--- src/rtl/orientation_pkg.sv ---
// Purpose: shared types and constants for the orientation capture sequencer.
// Latency: n/a (declarations only).
// Backpressure: n/a.
package orientation_pkg;

  typedef enum logic [2:0] {
    ST_IDLE,
    ST_MEAS_ORIG,
    ST_MOVE,
    ST_SETTLE,
    ST_MEAS_FINAL
  } state_t;

  // Sector codes: theta = 15 + 30*(code-1) degrees
  localparam logic [3:0] THETA_15  = 4'd1;
  localparam logic [3:0] THETA_45  = 4'd2;
  localparam logic [3:0] THETA_75  = 4'd3;
  localparam logic [3:0] THETA_105 = 4'd4;
  localparam logic [3:0] THETA_135 = 4'd5;
  localparam logic [3:0] THETA_165 = 4'd6;

  localparam logic [1:0] ERR_NONE       = 2'b00;
  localparam logic [1:0] ERR_ORIG_MEAS  = 2'b01;
  localparam logic [1:0] ERR_MOVE       = 2'b10;
  localparam logic [1:0] ERR_FINAL_MEAS = 2'b11;

  // Packing of a 12-bit r_theta word
  localparam int R_MSB     = 7;
  localparam int THETA_LSB = 8;

  typedef struct packed {
    logic [3:0] theta;
    logic [7:0] r;
  } loc_t;

  function automatic logic theta_valid(input logic [3:0] theta);
    case (theta)
      THETA_15, THETA_45, THETA_75, THETA_105, THETA_135, THETA_165: return 1'b1;
      default: return 1'b0;
    endcase
  endfunction

endpackage

--- src/rtl/loc_pair_filter.sv ---
// Purpose: accepts a location only when two consecutive valid samples agree; outputs their mean.
// Latency: hit is combinational in the agreeing-sample cycle; result/result_valid one cycle later.
// Backpressure: none; every sample_valid is consumed in its cycle.
// Ports: clock, reset_n; clear drops the pending sample; sample_valid/sample in;
//        hit (agreement this cycle), result_valid/result (registered filtered word).
module loc_pair_filter
  import orientation_pkg::*;
#(
  parameter int R_TOL = 4
) (
  input  logic        clock,
  input  logic        reset_n,
  input  logic        clear,
  input  logic        sample_valid,
  input  logic [11:0] sample,
  output logic        hit,
  output logic        result_valid,
  output logic [11:0] result
);

  loc_t       smp;
  loc_t       pend;
  logic       pend_vld;
  logic       smp_ok;
  logic [7:0] r_diff;
  logic [7:0] r_avg;

  always_comb begin
    smp    = '{theta: sample[11:THETA_LSB], r: sample[R_MSB:0]};
    smp_ok = theta_valid(smp.theta);
    r_diff = (smp.r >= pend.r) ? (smp.r - pend.r) : (pend.r - smp.r);
    // 9-bit sum so the carry survives before halving
    r_avg  = 8'(({1'b0, smp.r} + {1'b0, pend.r}) >> 1);
    hit    = sample_valid && !clear && smp_ok && pend_vld &&
             (smp.theta == pend.theta) && (r_diff <= 8'(R_TOL));
  end

  always_ff @(posedge clock or negedge reset_n) begin
    if (!reset_n) begin
      pend_vld     <= 1'b0;
      pend         <= '0;
      result_valid <= 1'b0;
      result       <= '0;
    end else if (clear) begin
      pend_vld     <= 1'b0;
      result_valid <= 1'b0;
    end else begin
      result_valid <= hit;
      if (sample_valid) begin
        if (!smp_ok) begin
          // A corrupt sample breaks the consecutive-pair requirement
          pend_vld <= 1'b0;
        end else if (hit) begin
          pend_vld <= 1'b0;
          result   <= {pend.theta, r_avg};
        end else begin
          pend_vld <= 1'b1;
          pend     <= smp;
        end
      end
    end
  end

endmodule

--- src/rtl/orientation_capture.sv ---
// Purpose: measure original location, step robot forward, settle, measure final location.
// Latency: move_cmd/done/r_theta_* appear one cycle after the agreeing locator sample.
// Backpressure: none; start while busy and out-of-phase strobes are dropped, every wait times out.
// Ports: clock, reset_n, start, loc_valid/loc_r_theta (locator), move_done (robot ack) in;
//        move_cmd, busy, done, error, error_code, r_theta_original, r_theta_final out.
module orientation_capture
  import orientation_pkg::*;
#(
  parameter int MEAS_TIMEOUT  = 65_000_000,
  parameter int MOVE_TIMEOUT  = 195_000_000,
  parameter int SETTLE_CYCLES = 6_500_000,
  parameter int R_TOL         = 4,
  parameter int CNT_W         = 28
) (
  input  logic        clock,
  input  logic        reset_n,
  input  logic        start,
  input  logic        loc_valid,
  input  logic [11:0] loc_r_theta,
  input  logic        move_done,
  output logic        move_cmd,
  output logic        busy,
  output logic        done,
  output logic        error,
  output logic [1:0]  error_code,
  output logic [11:0] r_theta_original,
  output logic [11:0] r_theta_final
);

  state_t             state;
  logic [CNT_W-1:0]   cnt;
  logic [CNT_W-1:0]   cnt_inc;
  logic [11:0]        orig_q;
  logic [11:0]        fin_q;

  logic               filt_clear;
  logic               filt_sample_vld;
  logic               filt_hit;
  logic               filt_vld;
  logic [11:0]        filt_result;

  logic               meas_expired;
  logic               move_expired;
  logic               settle_end;
  logic               orig_live;
  logic               fin_live;

  always_comb begin
    cnt_inc         = (&cnt) ? cnt : cnt + CNT_W'(1);
    meas_expired    = cnt >= CNT_W'(MEAS_TIMEOUT - 1);
    move_expired    = cnt >= CNT_W'(MOVE_TIMEOUT - 1);
    settle_end      = (state == ST_SETTLE) && (cnt >= CNT_W'(SETTLE_CYCLES - 1));
    filt_clear      = ((state == ST_IDLE) && start) || settle_end;
    filt_sample_vld = loc_valid && ((state == ST_MEAS_ORIG) || (state == ST_MEAS_FINAL));
    // The filter's registered result is live in the cycle after a hit; the state we
    // landed in tells which phase produced it.
    orig_live       = filt_vld && (state == ST_MOVE);
    fin_live        = filt_vld && (state == ST_IDLE);
  end

  loc_pair_filter #(.R_TOL(R_TOL)) u_filter (
    .clock        (clock),
    .reset_n      (reset_n),
    .clear        (filt_clear),
    .sample_valid (filt_sample_vld),
    .sample       (loc_r_theta),
    .hit          (filt_hit),
    .result_valid (filt_vld),
    .result       (filt_result)
  );

  // Outputs follow the filter register in the capture cycle, then the local hold copy
  assign r_theta_original = orig_live ? filt_result : orig_q;
  assign r_theta_final    = fin_live  ? filt_result : fin_q;

  always_ff @(posedge clock or negedge reset_n) begin
    if (!reset_n) begin
      state      <= ST_IDLE;
      cnt        <= '0;
      move_cmd   <= 1'b0;
      busy       <= 1'b0;
      done       <= 1'b0;
      error      <= 1'b0;
      error_code <= ERR_NONE;
      orig_q     <= '0;
      fin_q      <= '0;
    end else begin
      move_cmd <= 1'b0;
      done     <= 1'b0;
      if (orig_live) orig_q <= filt_result;
      if (fin_live)  fin_q  <= filt_result;

      case (state)
        ST_IDLE: begin
          if (start) begin
            state      <= ST_MEAS_ORIG;
            busy       <= 1'b1;
            error      <= 1'b0;
            error_code <= ERR_NONE;
            cnt        <= '0;
          end
        end

        ST_MEAS_ORIG: begin
          if (filt_hit) begin
            state    <= ST_MOVE;
            move_cmd <= 1'b1;
            cnt      <= '0;
          end else if (meas_expired) begin
            state      <= ST_IDLE;
            busy       <= 1'b0;
            error      <= 1'b1;
            error_code <= ERR_ORIG_MEAS;
            cnt        <= '0;
          end else begin
            cnt <= cnt_inc;
          end
        end

        ST_MOVE: begin
          // Ack beats timeout when both land in the same cycle
          if (move_done) begin
            state <= ST_SETTLE;
            cnt   <= '0;
          end else if (move_expired) begin
            state      <= ST_IDLE;
            busy       <= 1'b0;
            error      <= 1'b1;
            error_code <= ERR_MOVE;
            cnt        <= '0;
          end else begin
            cnt <= cnt_inc;
          end
        end

        ST_SETTLE: begin
          if (settle_end) begin
            state <= ST_MEAS_FINAL;
            cnt   <= '0;
          end else begin
            cnt <= cnt_inc;
          end
        end

        ST_MEAS_FINAL: begin
          if (filt_hit) begin
            state <= ST_IDLE;
            done  <= 1'b1;
            busy  <= 1'b0;
            cnt   <= '0;
          end else if (meas_expired) begin
            state      <= ST_IDLE;
            busy       <= 1'b0;
            error      <= 1'b1;
            error_code <= ERR_FINAL_MEAS;
            cnt        <= '0;
          end else begin
            cnt <= cnt_inc;
          end
        end

        default: begin
          state <= ST_IDLE;
          busy  <= 1'b0;
          cnt   <= '0;
        end
      endcase
    end
  end

endmodule

--- config.mk ---
export PLATFORM = sky130hd
export DESIGN_NAME = orientation_capture
export DESIGN_NICKNAME = d
export VERILOG_FILES = /design/src/rtl/orientation_pkg.sv /design/src/rtl/loc_pair_filter.sv /design/src/rtl/orientation_capture.sv
export SDC_FILE = /design/constraint.sdc
export NUM_CORES = 1
export LEC_CHECK = 0
export ABC_AREA = 1
export CORE_UTILIZATION = 45
export DETAILED_ROUTE_END_ITERATION = 10
export GPL_TIMING_DRIVEN = 0
export PLACE_DENSITY_LB_ADDON = 0.25
export RECOVER_POWER = 100
export SETUP_SLACK_MARGIN = 0.2
export SLEW_MARGIN = 10
export SYNTH_ARGS = -nofsm -noshare
export SYNTH_HDL_FRONTEND = slang
export SYNTH_SLANG_ARGS = --single-unit
--- constraint.sdc ---
create_clock -name clock -period 6.8 [get_ports clock]
set_input_delay 0.68 -clock clock [delete_from_list [all_inputs] [get_ports clock]]
set_output_delay 0.68 -clock clock [all_outputs]
set_load 0.005 [all_outputs]
==> reports/metrics.cfg <==
[status]
status = finished with violations
failed_checks = capacitance limit, slew limit

[clock_tree]
clk_path_buf_depth = 2
cts_setup_buffers = 0
clk_pin_slew_ns = 0.07
cts-root-buf = clkbuf_16
htree_levels = 3
numCtsBuffers = 9
cts_tree = built
worstSkewPairLatency_ns = 0.35
postCtsHoldBufs = 0
ctsResizeCount = 0
clock_sinks = 87

[worst_hold_path]
min_path_cells = 2
min_from = error_code[1]
holdPathEnd = error_code[1]
hp-class = register to register

[timing]
fmax_mhz = 230
slew_violations = 36
hold_viol = 0
worst_slack_ns = 2.46
setup_viol = 0
rsz0062_at_grt = no
final.setup.tns_ns = 0
tightest_slew_ns = 2.18
finalCritPeriodShare_pct = 63.9
slew_headroom_pct = -45.5
fin_skew_ns = 0.0116
period_needed_ns = 4.34

[floorplan]
core_um2 = 12600
initial_utilization_pct = 46.1
die_x_um = 115
dieHeight_um = 115
ioPinCount = 47
die_area_um2 = 13300
rows = 41

[layout]
layout.nets = 901
layout-drive-gt1-share_pct = 6.02
area_delta_synth_final_pct = 14.7
layout_commonest_cell = nand2_1
fin_area_um2 = 6650
layout_common_cells = nand2_1, inv_1, dfrtp_1, o21ai_0, nor2_1
diodes = 0

[pwr]
power_density_nw_per_um2 = 312
ir_drop_uv = 146
power.leakage_nw = 3.34

[setup_path]
r2r_cells = 17
critPathArrivalTime_ns = 4.63
start_kind = input pin
crit-reg2reg-launch = u_filter.pend[3]
cp_max_fo = 10
cp-end-kind = register
crit_type = input pin to register
r2r_setup_slack_ns = 3.01
r2r-end = cnt[3]
required_ns = 7.09

[logic_synthesis]
avgSynthCellArea_um2 = 7.24
synthTopCellsByArea = dfrtp_1, nand2_1, inv_1
synth_top_area_share_pct = 37.6
synth_warnings = 0
yosysTopAreaCell = dfrtp_1
syn_nets = 843
ys_types = 45
synth_area_um2 = 5800
ys_seq_elements = 87
syn_inst = 801
synth-seq-area-share_pct = 37.6

[place]
place_congestion = 0.928
pre_cts_slack_ns = 3.35
place_hpwl_mm = 10.7
placed_area_um2 = 6500
numPortBuffers = 46

[global_route]
grt_pass1_wl_mm = 23.7
grt_overflow = 0
first_global_vias = 4867
antenna_found_initial = 0
grt_max_degree = 53
grt_usage_pct = 22.8

[run]
drv_cap = 1

[detailed_routing]
dr.pass1.iters = 5
drt_iter0_drc = 330
ant_nets = 0
wl_mm = 14.1
routed_via_density = 5.09
num_vias = 5269
wl_per_cell_um = 13.6
drc = 0

metal layers:
metal / track usage, % / routed length [µm]
met4: 8.05 / 215
met3: 3.87 / 777
met1: 32.4 / 6880
met2: 35.1 / 6240
met5: 0 / 0
report_power, final:
part	internal (mW)	switching (mW)	total (mW)
Clock	0.255	0.232	0.487
Combinational	0.325	0.617	0.942
Sequential	0.590	0.0569	0.647
cell families after synthesis:
logic type                 Yosys count  share of synthesized area [%]
xor gates and xnor gates            25                           3.78
and+or+nand+nor                    420                           31.8
DFF                                 87                           37.6
AOI/OAI and AO/OA                  109                           11.1
buffers and inverters              135                           10.1
adders and majority gates           25                           5.53
sequential cells by signal, summed over array words and instances (netlist names), 2 cells and up:
| name | count |
|---|---|
| cnt | 28 |
| fin_q | 12 |
| orig_q | 12 |
| u_filter.pend | 12 |
| u_filter.result | 12 |
| state | 3 |
| error_code | 2 |
worst max-delay path by stage:
stage | start | to | cells after the start
after detailed placement | loc_r_theta[1] | u_filter.pend[2] | 15
after CTS | state[0] | r_theta_final[6] | 7
after floorplan | loc_r_theta[1] | u_filter.result[5] | 18
final | loc_r_theta[3] | cnt[3] | 19
after global routing | loc_r_theta[3] | cnt[7] | 19
after global placement | reset_n | u_filter.pend[0] | 1
final cells by class:
cell class                 instances  area (µm²)
fill                            1236        5920
multi-input combinational        579        2950
sequential                        87        2180
timing repair buffer              47         482
inverter                         115         433
clock buffer                       9         225
tap                              172         215
buffer                            20         100
clock inverter                     7        65.1
stage by stage:
stage / hold WS, ns / total power, mW / utilization, % / std cells
global route: 0.507 / 2.25 / 52.9 / 1036
floorplan: 0.384 / 1.41 / - / 801
detailed placement: 0.460 / 1.67 / 51.7 / 1020
finish: 0.468 / 2.08 / 52.9 / 1036
global placement: 0.456 / 1.65 / 51.5 / 1019
CTS: 0.313 / 2.16 / 54.0 / 1036
worst max-delay path, stage by stage:
cell	delay [ns]
dlygate4sd3_1	0.59
inv_1	0.07
ha_1	0.27
clkbuf_1	0.35
nand2_1	0.13
inv_1	0.13
nand3_1	0.09
nand3_1	0.11
nand2_1	0.11
nand2_1	0.13
nand2_1	0.08
nand2_1	0.07
nand2_1	0.06
nand3_2	0.07
nor2_1	0.06
o21ai_0	0.92
clkbuf_1	0.51
nand2_1	0.12
nand2_1	0.09
synthesized netlist by cell type (all sizes together):
library cell and count:
dfrtp 87, xor2 18, nor3 17, a211o 1
nor3b 1, o21bai 2, a311oi 1, a41oi 1
o21ai 67, clkbuf 8, nand4 20, o21a 2
o22ai 1, fa 1, a22oi 1, nor2 67
nor4 6, a21oi 22, o31ai 2, nand2 258
a31oi 6, buf 12, xnor2 7, nand3 51
inv 115, o211ai 1, o2111ai 1, a31o 1
ha 24
Power figures use the tool's default switching activity.
